`config.mk`:
```
export PLATFORM = sky130hd
export DESIGN_NAME = img_pattern_gen
export DESIGN_NICKNAME = d
export VERILOG_FILES = /design/src/rtl/img_pattern_gen.sv
export SDC_FILE = /design/constraint.sdc
export NUM_CORES = 1
export LEC_CHECK = 0
export BUFFER_PORTS_ARGS = -buffer_cell sky130_fd_sc_hd__buf_2
export CAP_MARGIN = 20
export CORE_MARGIN = 2
export CORE_UTILIZATION = 46
export DETAILED_ROUTE_END_ITERATION = 7
export PLACE_DENSITY = 0.73
export SLEW_MARGIN = 20
export SYNTH_ARGS = -nofsm -noshare
export SYNTH_HDL_FRONTEND = slang
export SYNTH_SLANG_ARGS = --single-unit
```
`constraint.sdc`:
```
create_clock -name clk -period 4.1 [get_ports clk]
set_input_delay 0.41 -clock clk [delete_from_list [all_inputs] [get_ports clk]]
set_output_delay 0.41 -clock clk [all_outputs]
set_load 0.005 [all_outputs]
```
`src/rtl/img_pattern_gen.sv`:
```
// Test-pattern source for the img_d/img_fv/img_lv capture interface: IDLE/VBLANK/FRONT/LINE/HBLANK/END sequencer.
// Outputs are registered one cycle behind the sequencer state; there is no backpressure and the source free-runs while en is high.
module img_pattern_gen #(
   parameter int ImageWidth  = 256,
   parameter int ImageHeight = 256,
   parameter int PixelWidth  = 12,
   parameter int VBlank      = 16,
   parameter int FrontPorch  = 16,
   parameter int HBlank      = 16,
   parameter int GridPitch   = 4
) (
   input  logic                  clk,
   input  logic                  rst_,
   input  logic                  en,
   input  logic [1:0]            mode,
   input  logic [PixelWidth-1:0] const_val,
   output logic [PixelWidth-1:0] img_d,
   output logic                  img_fv,
   output logic                  img_lv,
   output logic                  frame_done,
   output logic [15:0]           frame_cnt
);

   localparam int M1     = (VBlank > FrontPorch) ? VBlank : FrontPorch;
   localparam int M2     = (HBlank > ImageWidth) ? HBlank : ImageWidth;
   localparam int CntMax = (M1 > M2) ? M1 : M2;
   localparam int CntW   = $clog2(CntMax + 1);
   localparam int RowW   = $clog2(ImageHeight + 1);
   localparam int PxW    = $clog2(ImageWidth * ImageHeight + 1);

   typedef enum logic [2:0] {
      S_IDLE,
      S_VBLANK,
      S_FRONT,
      S_LINE,
      S_HBLANK,
      S_END
   } state_t;

   state_t                state_q, state_d;
   logic [CntW-1:0]       cnt_q, cnt_d;
   logic [RowW-1:0]       row_q, row_d;
   logic [PxW-1:0]        px_q, px_d;
   logic [1:0]            mode_q, mode_d;
   logic [PixelWidth-1:0] cval_q, cval_d;

   logic [PixelWidth-1:0] img_d_q, img_d_d;
   logic                  img_fv_q, img_fv_d;
   logic                  img_lv_q, img_lv_d;
   logic                  frame_done_q, frame_done_d;
   logic [15:0]           frame_cnt_q, frame_cnt_d;

   logic                  vb_last;
   logic [PixelWidth-1:0] pix_val;

   // In LINE the phase counter doubles as the column index.
   always_comb begin
      pix_val = '0;
      case (mode_q)
         2'd0: pix_val = PixelWidth'(px_q);
         2'd1: begin
            if (((32'(row_q) % GridPitch) == 0) && ((32'(cnt_q) % GridPitch) == 0)) begin
               pix_val = '1;
            end
         end
         2'd2: pix_val = cval_q;
         default: pix_val = PixelWidth'(32'(row_q) + 32'(cnt_q));
      endcase
   end

   always_comb begin
      state_d      = state_q;
      cnt_d        = cnt_q;
      row_d        = row_q;
      px_d         = px_q;
      mode_d       = mode_q;
      cval_d       = cval_q;
      vb_last      = 1'b0;
      img_d_d      = '0;
      img_fv_d     = 1'b0;
      img_lv_d     = 1'b0;
      frame_done_d = 1'b0;
      frame_cnt_d  = frame_cnt_q;

      case (state_q)
         S_IDLE: begin
            if (en) begin
               state_d = S_VBLANK;
               cnt_d   = '0;
            end
         end
         S_VBLANK: begin
            if (cnt_q == CntW'(VBlank - 1)) begin
               vb_last = 1'b1;
               state_d = S_FRONT;
               cnt_d   = '0;
            end else begin
               cnt_d = cnt_q + 1'b1;
            end
         end
         S_FRONT: begin
            img_fv_d = 1'b1;
            row_d    = '0;
            px_d     = '0;
            if (cnt_q == CntW'(FrontPorch - 1)) begin
               state_d = S_LINE;
               cnt_d   = '0;
            end else begin
               cnt_d = cnt_q + 1'b1;
            end
         end
         S_LINE: begin
            img_fv_d = 1'b1;
            img_lv_d = 1'b1;
            img_d_d  = pix_val;
            px_d     = px_q + 1'b1;
            if (cnt_q == CntW'(ImageWidth - 1)) begin
               state_d = S_HBLANK;
               cnt_d   = '0;
            end else begin
               cnt_d = cnt_q + 1'b1;
            end
         end
         S_HBLANK: begin
            img_fv_d = 1'b1;
            if (cnt_q == CntW'(HBlank - 1)) begin
               cnt_d = '0;
               if (row_q == RowW'(ImageHeight - 1)) begin
                  state_d = S_END;
               end else begin
                  row_d   = row_q + 1'b1;
                  state_d = S_LINE;
               end
            end else begin
               cnt_d = cnt_q + 1'b1;
            end
         end
         S_END: begin
            frame_done_d = 1'b1;
            frame_cnt_d  = frame_cnt_q + 16'd1;
            // END already stands in for the first blanking cycle of the next frame.
            if (en) begin
               if (VBlank == 1) begin
                  vb_last = 1'b1;
                  state_d = S_FRONT;
                  cnt_d   = '0;
               end else begin
                  state_d = S_VBLANK;
                  cnt_d   = CntW'(1);
               end
            end else begin
               state_d = S_IDLE;
            end
         end
         default: state_d = S_IDLE;
      endcase

      if (vb_last) begin
         mode_d = mode;
         cval_d = const_val;
      end
   end

   always_ff @(posedge clk) begin
      if (!rst_) begin
         state_q      <= S_IDLE;
         cnt_q        <= '0;
         row_q        <= '0;
         px_q         <= '0;
         mode_q       <= '0;
         cval_q       <= '0;
         img_d_q      <= '0;
         img_fv_q     <= 1'b0;
         img_lv_q     <= 1'b0;
         frame_done_q <= 1'b0;
         frame_cnt_q  <= '0;
      end else begin
         state_q      <= state_d;
         cnt_q        <= cnt_d;
         row_q        <= row_d;
         px_q         <= px_d;
         mode_q       <= mode_d;
         cval_q       <= cval_d;
         img_d_q      <= img_d_d;
         img_fv_q     <= img_fv_d;
         img_lv_q     <= img_lv_d;
         frame_done_q <= frame_done_d;
         frame_cnt_q  <= frame_cnt_d;
      end
   end

   assign img_d      = img_d_q;
   assign img_fv     = img_fv_q;
   assign img_lv     = img_lv_q;
   assign frame_done = frame_done_q;
   assign frame_cnt  = frame_cnt_q;

endmodule

```
==> flow_summary_export.csv, run 1 <==
group,metric,value,unit
cts,cts.sinks,78,
global_route,grt_max_degree,50,
timing,setup_violations,0,
timing,whs,0.286,ns
setup_path,reg2reg_depth,9,
cts,numCtsBuffers,9,
worst_hold_path,hold-path-cell-count,3,
placement,placed_area,0.00432,mm^2
final_layout,antenna_cells,0,
cts,cts_root_buf,"clkbuf_8",
timing,tightest_slew,0.920,ns
worst_hold_path,hold_path_end,"mode_q[0]$_SDFFE_PN0P_",
final_layout,n_fill_cell,820,
synth,synth_area_leaders,"dfxtp_1, ha_1, nor2_1",
synth,synth_area_per_cell,8.54,um^2
routing,wire_per_inst,14.7,um
synth,syn-cell-area,0.00402,mm^2
timing,max_freq,0.401,GHz
synth,ys_seq_area_share,38.8,%
outcome,outcome,"completed",
power_and_ir_drop,seq_power_share,48.5,%
final_layout,syn2layout_area_growth,12.3,%
power_and_ir_drop,power.total,0.00174,W
routing,drt_iter0_markers,209,
power_and_ir_drop,vdd_drop_max,0.000193,V
setup_path,worstSetupPathType,"reg -> reg",
timing,skew,0.0105,ns
job,max_cap_viol_count,0,
final_layout,stdcell_area,0.00452,mm^2
timing,finalCritPeriodShare,60.8,%
power_and_ir_drop,leakage,1.77,nW
power_and_ir_drop,power_density,384,mW/mm^2
floorplanning,core,0.00859,mm^2
timing,min_period,2.49,ns
worst_hold_path,hp-class,"in -> reg",
power_and_ir_drop,p_sw,0.000584,W
floorplanning,die_y,97.5,um
routing,via_per_inst,5.63,
cts,cts_tree,"built",
global_route,grt_use_total,19.6,%
timing,rsz0062_at_grt,"false",
routing,drtAntennaViolNets,0,
setup_path,end_kind,"flop",
setup_path,startpoint_type,"flop",
power_and_ir_drop,p_int,0.00115,W
synth,synth_nets,507,
worst_hold_path,hold_start,"mode[0]",
global_route,grt_pass1_vias,3329,
synth,ys_warn_count,0,
power_and_ir_drop,comb_power_share,20.7,%
placement,port-buffer-count,47,
routing,vias,3526,
setup_path,reg2reg_to,"row_q[5]$_SDFFE_PN0P_",
global_route,antenna_found_initial,0,
placement,place_hpwl,6750,um
synth,async_reset_ff_share,0,%
cts,htree_levels,3,
routing,drt-total-wl,9200,um
synth,synth_top_cell_area_share,38.8,%
synth,synth_edf_count,0,
power_and_ir_drop,swShare,33.6,%
setup_path,r2r_slack,1.61,ns
setup_path,worstPathArrival,2.71,ns
synth,synth_seq_cells,78,
timing,slew_headroom,38.3,%
final_layout,finalNetCount,549,
cts,cts_hold_buffers,0,
synth,synth_cell_types,55,
synth,synth.most_common_cell,"dfxtp_1",
global_route,grt-ovfl-total,0,
timing,final_max_slew_viol_count,0,
floorplanning,rows,34,
synth,synth.largest_area_cell,"dfxtp_1",
floorplanning,fp.dieW,97.5,um
timing,setup_tns,0,ns
setup_path,r2r-start,"row_q[1]$_SDFFE_PN0P_",
placement,gp_congestion,0.887,
timing,hold_viol,0,
cts,cts_buffer_depth,2,
routing,drc,0,
routing,firstDrtPassIters,6,
setup_path,path_max_fanout,7,
floorplanning,initial_utilization,46.8,%
power_and_ir_drop,clkPwrFrac,30.8,%
setup_path,cp.required,4.31,ns
floorplanning,die-area,0.00951,mm^2
cts,clk_latency,0.36,ns
synth,yosys_most_used_dff,"dfxtp_1",
floorplanning,pin_count,48,
cts,cts-resized-gates,0,
global_route,grt_pass1_wl,15400,um
synth,syn_inst,471,
final_layout,drive_gt1_share,15.3,%
cts,clk_pin_slew,0.08,ns
cts,postCtsSetupBuffers,0,
synth,synth_common_cells,"dfxtp_1, nor2_1, nand2_1, a21oi_1, o21ai_0",
[metal layers]
layer | track usage, % | part of all wire [%] | up-vias
met2 | 32.0 | 48 | 85
met4 | 6.73 | 1.2 | 0
met5 | 0 | 0 | -
met1 | 25.8 | 46 | 1667
li1 | - | - | 1762
met3 | 4.24 | 4.6 | 12
[cell type report]
type                            instances  area (um^2)  area share [%]
Tap cell                              108          135            2.99
Inverter                               18         67.6            1.50
Multi-Input combinational cell        356         2310            51.1
Timing Repair Buffer                   50          262            5.79
Clock buffer                           10          138            3.05
Clock inverter                          6         45.0           0.997
Sequential cell                        78         1560            34.6
[kinds of logic (layout without fill, tap and decap cells)]
kind of cell / count (synthesis) / after routing / synth area share (%)
DFF: 78 / 78 / 38.8
xor gates and xnor gates: 31 / 31 / 6.75
and+or+nand+nor: 182 / 182 / 23.5
adders and majority gates: 19 / 19 / 6.10
AOI/OAI and AO/OA: 101 / 101 / 15.1
buffers and inverters: 37 / 84 / 3.79
muxes: 23 / 23 / 5.94
[worst max-delay path by stage]
| stage | start | to | slack (ns) | cells past startpoint |
|---|---|---|---|---|
| 2_1_floorplan | cnt_q[1]$_SDFFE_PN0P_ | cnt_q[6]$_SDFFE_PN0P_ | 1.99 | 9 |
| 3_3_place_gp | cnt_q[1]$_SDFFE_PN0P_ | cval_q[11]$_SDFFE_PN0P_ | 1.57 | 6 |
| 3_5_place_dp | cnt_q[1]$_SDFFE_PN0P_ | cval_q[4]$_SDFFE_PN0P_ | 1.47 | 6 |
| 4_1_cts | cnt_q[1]$_SDFFE_PN0P_ | cval_q[4]$_SDFFE_PN0P_ | 1.45 | 6 |
| 5_1_grt | row_q[1]$_SDFFE_PN0P_ | row_q[5]$_SDFFE_PN0P_ | 1.43 | 9 |
| 6_report | row_q[1]$_SDFFE_PN0P_ | row_q[5]$_SDFFE_PN0P_ | 1.61 | 9 |
[critical path, cell delays in order, from the launching register on]
cell     delay (ns)
dfxtp_1        0.48
ha_1           0.22
nand3_1        0.13
nor3_1         0.28
ha_1           0.29
inv_1          0.08
a41oi_1        0.52
nor4b_1        0.15
xnor2_1        0.17
nor2_1         0.05
[layout by cell type (no fill, tap or decap), types with 7 or more instances in the layout]
master	instances
nand2_1	36
inv_1	18
nor4_1	7
o21ai_0	30
nor2b_1	7
mux2i_1	16
mux2_2	7
nor3_1	9
buf_2	47
clkbuf_8	10
a21oi_1	30
ha_1	18
nand3_1	22
dfxtp_1	78
xnor2_1	14
nor2_1	56
xor2_1	17
a31oi_1	10
[through the flow]
step                setup slack [ns]  util, %  std cells
floorplan                       1.99        -        471
global placement                1.57     50.3        609
detailed placement              1.47     50.3        609
CTS                             1.45     52.4        625
global route                    1.43     52.6        626
finish                          1.61     52.6        626
[power by group through the flow]
stage / Sequential (W) / Combinational, W / Clock [W]
4_1_cts: 0.000840 / 0.000355 / 0.000552
2_1_floorplan: 0.000826 / 0.000287 / 0
5_1_grt: 0.000850 / 0.000399 / 0.000582
3_3_place_gp: 0.000856 / 0.000345 / 0
6_report: 0.000843 / 0.000359 / 0.000535
3_5_place_dp: 0.000857 / 0.000352 / 0
[state kept, by name, indices dropped and copies added, names as in the netlist]
register	flops
cnt_q	9
cval_q	12
frame_cnt	16
frame_done	1
img_d	12
img_fv	1
img_lv	1
mode_q	2
px_q	12
row_q	9
state_q	3
Power figures use the tool's default switching activity.
==> run 2, diff against run 1 <==
--- a/config.mk
+++ b/config.mk
@@ -10,7 +10,7 @@
 export CORE_MARGIN = 2
 export CORE_UTILIZATION = 46
 export DETAILED_ROUTE_END_ITERATION = 7
-export PLACE_DENSITY = 0.73
+export PLACE_DENSITY = 0.76
 export SLEW_MARGIN = 20
 export SYNTH_ARGS = -nofsm -noshare
 export SYNTH_HDL_FRONTEND = slang
==> constraint.sdc (replaced) <==
create_clock -name clk -period 2.05 [get_ports clk]
set_input_delay 0.205 -clock clk [delete_from_list [all_inputs] [get_ports clk]]
set_output_delay 0.205 -clock clk [all_outputs]
set_load 0.005 [all_outputs]
==> run 2 against run 1 <==
Net effect: fmax grew 25%; global-route usage grew 1.4 points; highest routed layer unchanged; critical path depth shrank 3; largest cell class unchanged; non-clock buffer count grew 30; cell area grew 8.6%; final cell count grew 4.8%; die area is the same; hold slack lost 0.22 ns.
==> flow_summary_export.csv, run 2 (same netlist as run 1, synthesis figures left out) <==
group,metric,value,unit
final_layout,final_cell_mix,"dfxtp_1, nor2_1, buf_2, nand2_1",
setup_path,worstPathArrival,2.30,ns
worst_hold_path,hp-class,"in -> reg",
cts,numCtsBuffers,9,
routing,wire_per_inst,15.1,um
setup_path,cpMaxStageDelayCell,"mux2_2",
timing,tightest_slew,0.741,ns
setup_path,crit_buf_inv,0,
routing,drtAntennaViolNets,0,
setup_path,r2r-start,"cnt_q[1]$_SDFFE_PN0P_",
cts,clk_pin_slew,0.09,ns
setup_path,path_max_fanout,4,
routing,firstDrtPassIters,4,
placement,dpl.cell_count,635,
timing,final_max_slew_viol_count,0,
setup_path,startpoint_type,"flop",
global_route,grt_pass1_vias,3477,
cts,cts_hold_buffers,0,
floorplanning,pin_count,48,
placement,port-buffer-count,47,
job,max_cap_viol_count,0,
final_layout,syn2layout_area_growth,21.9,%
setup_path,cpPeakStageDelay,0.38,ns
floorplanning,fp.dieW,97.5,um
cts,cts_buffer_depth,2,
timing,max_freq,0.500,GHz
cts,cts.sinks,78,
placement,place_hpwl,7030,um
floorplanning,rows,34,
timing,rsz0062_at_grt,"true",
cts,clk_latency,0.37,ns
routing,drt_iter0_markers,185,
floorplanning,die_y,97.5,um
timing,skew,0.0113,ns
final_layout,largest_reg_flops,16,
power_and_ir_drop,power.total,0.00375,W
power_and_ir_drop,vdd_drop_max,0.000381,V
timing,setup_violations,0,
final_layout,antenna_cells,0,
global_route,grt-ovfl-total,0,
setup_path,cp.required,2.35,ns
worst_hold_path,hold_start,"const_val[8]",
timing,setup_tns,0,ns
timing,timing.final.ws_setup,0.0480,ns
final_layout,final_common_cell,"dfxtp_1",
floorplanning,initial_utilization,46.8,%
timing,hold_viol,0,
cts,cts_root_buf,"clkbuf_8",
setup_path,cp_cell_sequence,"ha_1 -> a211oi_2 -> o21bai_1 -> o311ai_2 -> mux2_2 -> a31oi_1",
placement,gp_congestion,0.899,
timing,min_period,2.00,ns
final_layout,drive_gt1_share,24.5,%
cts,htree_levels,3,
setup_path,end_kind,"flop",
cts,cts_tree,"built",
global_route,grt_max_degree,49,
global_route,grt_pass1_wl,16400,um
setup_path,worstSetupPathType,"reg -> reg",
global_route,antenna_found_initial,0,
setup_path,crit_start,"cnt_q[1]$_SDFFE_PN0P_",
final_layout,finalNetCount,579,
global_route,grt_use_total,21.1,%
timing,finalCritPeriodShare,97.7,%
outcome,outcome,"completed",
setup_path,path_delay_family,"compound AO/OA/AOI/OAI gates",
power_and_ir_drop,power_density,764,mW/mm^2
routing,drc,0,
placement,pre_cts_ws,-0.00727,ns
power_and_ir_drop,leakage,1.94,nW
routing,via_per_inst,5.57,
routing,vias,3652,
floorplanning,core,0.00859,mm^2
timing,slew_headroom,50.6,%
final_layout,stdcell_count,656,
floorplanning,die-area,0.00951,mm^2
routing,drt-total-wl,9930,um
run 2: what timing repair did:
action	in CTS	in global routing
resized for setup	2	28
buffers inserted	2	2
endpoints found under the setup margin	3	36
pin swaps	1	10
gates cloned	0	1
run 2: cell type report:
| cell class | count | area [um^2] |
|---|---|---|
| multi-input combinational | 356 | 2420 |
| clock buffer | 9 | 124 |
| fill | 770 | 3690 |
| inverter | 18 | 67.6 |
| clock inverter | 7 | 57.6 |
| tap | 108 | 135 |
| sequential | 78 | 1580 |
| timing repair buffer | 80 | 517 |
run 2: final timing paths:
kind	slack [ns]	endpoint	cells past startpoint
worst max-delay path	0.05	img_d[7]$_SDFF_PN0_	6
worst min-delay path	0.06	cval_q[8]$_SDFFE_PN0P_	3
worst max register to register	0.05	img_d[7]$_SDFF_PN0_	6
worst min register to register	0.49	frame_cnt[1]$_SDFFE_PN0P_	2
run 2: layer usage:
layer | vias up | track usage, % | part of all wire, %
met3 | 23 | 4.53 | 4.5
met1 | 1715 | 26.7 | 45
met2 | 90 | 34.2 | 48
met5 | - | 0 | 0
met4 | 0 | 9.83 | 2.8
li1 | 1824 | - | -
run 2: stage by stage:
step | util (%) | instance area [um^2] | hold WS (ns)
2_1_floorplan | - | 4040 | 0.323
5_1_grt | 57.1 | 4900 | 0.0873
6_report | 57.1 | 4900 | 0.0616
3_5_place_dp | 53.0 | 4550 | 0.447
4_1_cts | 55.3 | 4750 | 0.0572
3_3_place_gp | 53.0 | 4550 | 0.440
run 2: power by group:
part | switching, W | leakage [nW] | internal [W]
Combinational | 0.000527 | 1.21 | 0.000428
Clock | 0.000651 | 0.0881 | 0.000456
Sequential | 0.000108 | 0.634 | 0.00158
run 2: worst min-delay path: stages:
cell     delay, ns
buf_2         0.07
mux2i_1       0.05
nor2_1        0.07
==> run 3, diff against run 2 <==
--- a/config.mk
+++ b/config.mk
@@ -8,9 +8,9 @@
 export BUFFER_PORTS_ARGS = -buffer_cell sky130_fd_sc_hd__buf_2
 export CAP_MARGIN = 20
 export CORE_MARGIN = 2
-export CORE_UTILIZATION = 46
+export CORE_UTILIZATION = 53
 export DETAILED_ROUTE_END_ITERATION = 7
-export PLACE_DENSITY = 0.76
+export PLACE_DENSITY = 0.85
 export SLEW_MARGIN = 20
 export SYNTH_ARGS = -nofsm -noshare
 export SYNTH_HDL_FRONTEND = slang
==> run 3 against run 2 <==
Net effect: the flow now finishes with violations (setup timing); fmax decreased by 2.4%; critical path depth is the same; largest cell class unchanged; register-to-register slack got worse by 0.05 ns; non-clock buffer count shrank 2; setup slack lost 0.049 ns; global-route usage rose by 3.3 points; first-iteration DRC count up 36%; die area shrank 13%; final cell count decreased by 1.7%; sequential cell count did not move; sequential share of layout area decreased by 0.50 points.
==> flow_summary_export.csv, run 3 (same netlist as run 1, synthesis figures left out) <==
group,metric,value,unit
final_layout,regArea,0.00157,mm^2
final_layout,largest_reg_flops,16,
routing,drc,0,
final_layout,syn2layout_area_growth,23.3,%
final_layout,final_common_cell,"dfxtp_1",
timing,min_period,2.05,ns
power_and_ir_drop,vdd_drop_max,0.000472,V
setup_path,reg2reg_depth,6,
final_layout,n_fill_cell,571,
routing,drt_iter0_markers,251,
final_layout,fin_util,68.0,%
cts,cts_buffer_depth,2,
global_route,grt_pass1_vias,3539,
final_layout,antenna_cells,0,
setup_path,cpMaxStageDelayCell,"dfxtp_4",
final_layout,final_cell_mix,"dfxtp_1, nor2_1, buf_2, nand2_1",
floorplanning,die-area,0.00830,mm^2
setup_path,worstPathArrival,2.33,ns
setup_path,r2r-start,"cnt_q[1]$_SDFFE_PN0P_",
setup_path,path_max_fanout,4,
timing,tightest_slew,0.724,ns
setup_path,r2r_slack,-0.001,ns
setup_path,worstSetupPathType,"reg -> reg",
setup_path,end_kind,"flop",
setup_path,crit_path_end,"img_d[7]$_SDFF_PN0_",
placement,gp_congestion,0.963,
cts,clk_pin_slew,0.08,ns
timing,max_freq,0.488,GHz
timing,slew_headroom,51.7,%
timing,skew,0.00799,ns
routing,via_per_inst,6.02,
final_layout,multi_input_area,0.00247,mm^2
power_and_ir_drop,leakage,1.95,nW
routing,vias,3886,
setup_path,path_delay_family,"compound AO/OA/AOI/OAI gates",
timing,timing.final.ws_setup,-0.00106,ns
cts,clk_latency,0.36,ns
setup_path,cp.depth,6,
floorplanning,fp.dieW,91.1,um
final_layout,drive_gt1_share,24.4,%
floorplanning,rows,31,
global_route,grt_use_total,24.3,%
setup_path,startpoint_type,"flop",
setup_path,crit_start,"cnt_q[1]$_SDFFE_PN0P_",
routing,drtAntennaViolNets,0,
routing,wire_per_inst,16.4,um
final_layout,stdcell_count,645,
setup_path,reg2reg_to,"img_d[7]$_SDFF_PN0_",
global_route,grt-ovfl-total,0,
setup_path,cp.required,2.33,ns
outcome,outcome,"finished with violations",
worst_hold_path,hp-class,"in -> reg",
floorplanning,core,0.00729,mm^2
timing,hold_viol,0,
cts,cts.sinks,78,
global_route,antenna_found_initial,0,
setup_path,crit_buf_inv,0,
routing,firstDrtPassIters,5,
timing,final_max_slew_viol_count,0,
outcome,violations,"setup timing",
routing,drt-total-wl,10600,um
placement,port-buffer-count,47,
global_route,grt_pass1_wl,16500,um
cts,cts_root_buf,"clkbuf_8",
floorplanning,die_y,91.1,um
floorplanning,pin_count,48,
cts,htree_levels,3,
placement,place_hpwl,7020,um
setup_path,cpPeakStageDelay,0.38,ns
final_layout,finalNetCount,578,
placement,dpl.cell_count,624,
setup_path,cp_cell_sequence,"ha_1 -> a211oi_1 -> o21bai_1 -> o311ai_2 -> mux2_2 -> a31oi_1",
timing,finalCritPeriodShare,100,%
cts,cts_tree,"built",
power_and_ir_drop,power_density,806,mW/mm^2
cts,numCtsBuffers,9,
floorplanning,initial_utilization,55.2,%
job,max_cap_viol_count,0,
global_route,grt_max_degree,49,
timing,setup_violations,1,
[run 3: cell types whose count changed in the layout (fill, tap and decap cells not counted), moves of 2 or more]
cell       previous run  this run
dfxtp_2               5         3
buf_4                30        28
mux2i_1              16        14
o21ai_0              30        26
a21oi_2               0         2
o21ai_1               1         5
inv_6                 2         0
bufinv_16             0         2
dfxtp_1              70        73
a211oi_2              2         0
a21oi_1              30        28
[run 3: layout make-up]
class	instances	share of cell area [%]
timing repair buffer	78	10.1
tap	99	2.50
clock buffer	10	2.77
inverter	18	1.36
sequential	78	31.7
multi-input combinational	357	49.9
clock inverter	5	1.69
[run 3: worst min-delay path: cells and delay by family]
family / cells / cell delay, ns
buffers and inverters: 1 / 0.07
AND/OR/NAND/NOR: 1 / 0.07
multiplexers: 1 / 0.06
[run 3: how the worst min path moves through the flow]
stage	startpoint	endpoint	slack (ns)	depth (start not counted)
global placement	const_val[4]	cval_q[4]$_SDFFE_PN0P_	0.44	3
CTS	const_val[9]	cval_q[9]$_SDFFE_PN0P_	0.08	3
global route	const_val[6]	cval_q[6]$_SDFFE_PN0P_	0.10	3
finish	const_val[10]	cval_q[10]$_SDFFE_PN0P_	0.08	3
floorplan	rst_	px_q[6]$_SDFFE_PN0P_	0.32	1
detailed placement	mode[1]	mode_q[1]$_SDFFE_PN0P_	0.45	3
[run 3: power breakdown]
part	total, W	leakage [nW]	switching [W]	internal, W
Clock	0.00130	0.105	0.000585	0.000714
Sequential	0.00168	0.632	0.000106	0.00158
Combinational	0.00101	1.21	0.000594	0.000419
Total	0.00400	1.95	0.00129	0.00271
[run 3: timing repair]
| action | in CTS | in global routing |
|---|---|---|
| gates resized for setup | 4 | 33 |
| hold buffers | 0 | 0 |
| pin swaps | 2 | 11 |
| endpoints found under the setup margin | 6 | 31 |
| gates cloned | 0 | 2 |
| setup buffers | 0 | 4 |
[run 3: through the flow]
step	setup TNS (ns)	total power (W)	setup WS, ns	hold WS (ns)	area (um^2)
after floorplan	0	0.00225	0.0182	0.323	4040
after global placement	0	0.00250	0.0677	0.439	4520
after detailed placement	-0.199	0.00253	-0.0794	0.452	4520
after CTS	-0.0196	0.00382	-0.0196	0.0846	4760
after global routing	-0.792	0.00415	-0.0979	0.103	4960
final	-0.00106	0.00400	-0.00106	0.0818	4960
[run 3: routing by layer]
layer | GRT usage (%) | wire [um] | vias up | part of all wire (%)
met2 | 40.9 | 5230 | 211 | 49
met1 | 29.9 | 4200 | 1812 | 40
met4 | 11.7 | 353 | 0 | 3.3
li1 | - | - | 1813 | -
met3 | 4.56 | 810 | 50 | 7.7
met5 | 0 | 0 | - | 0
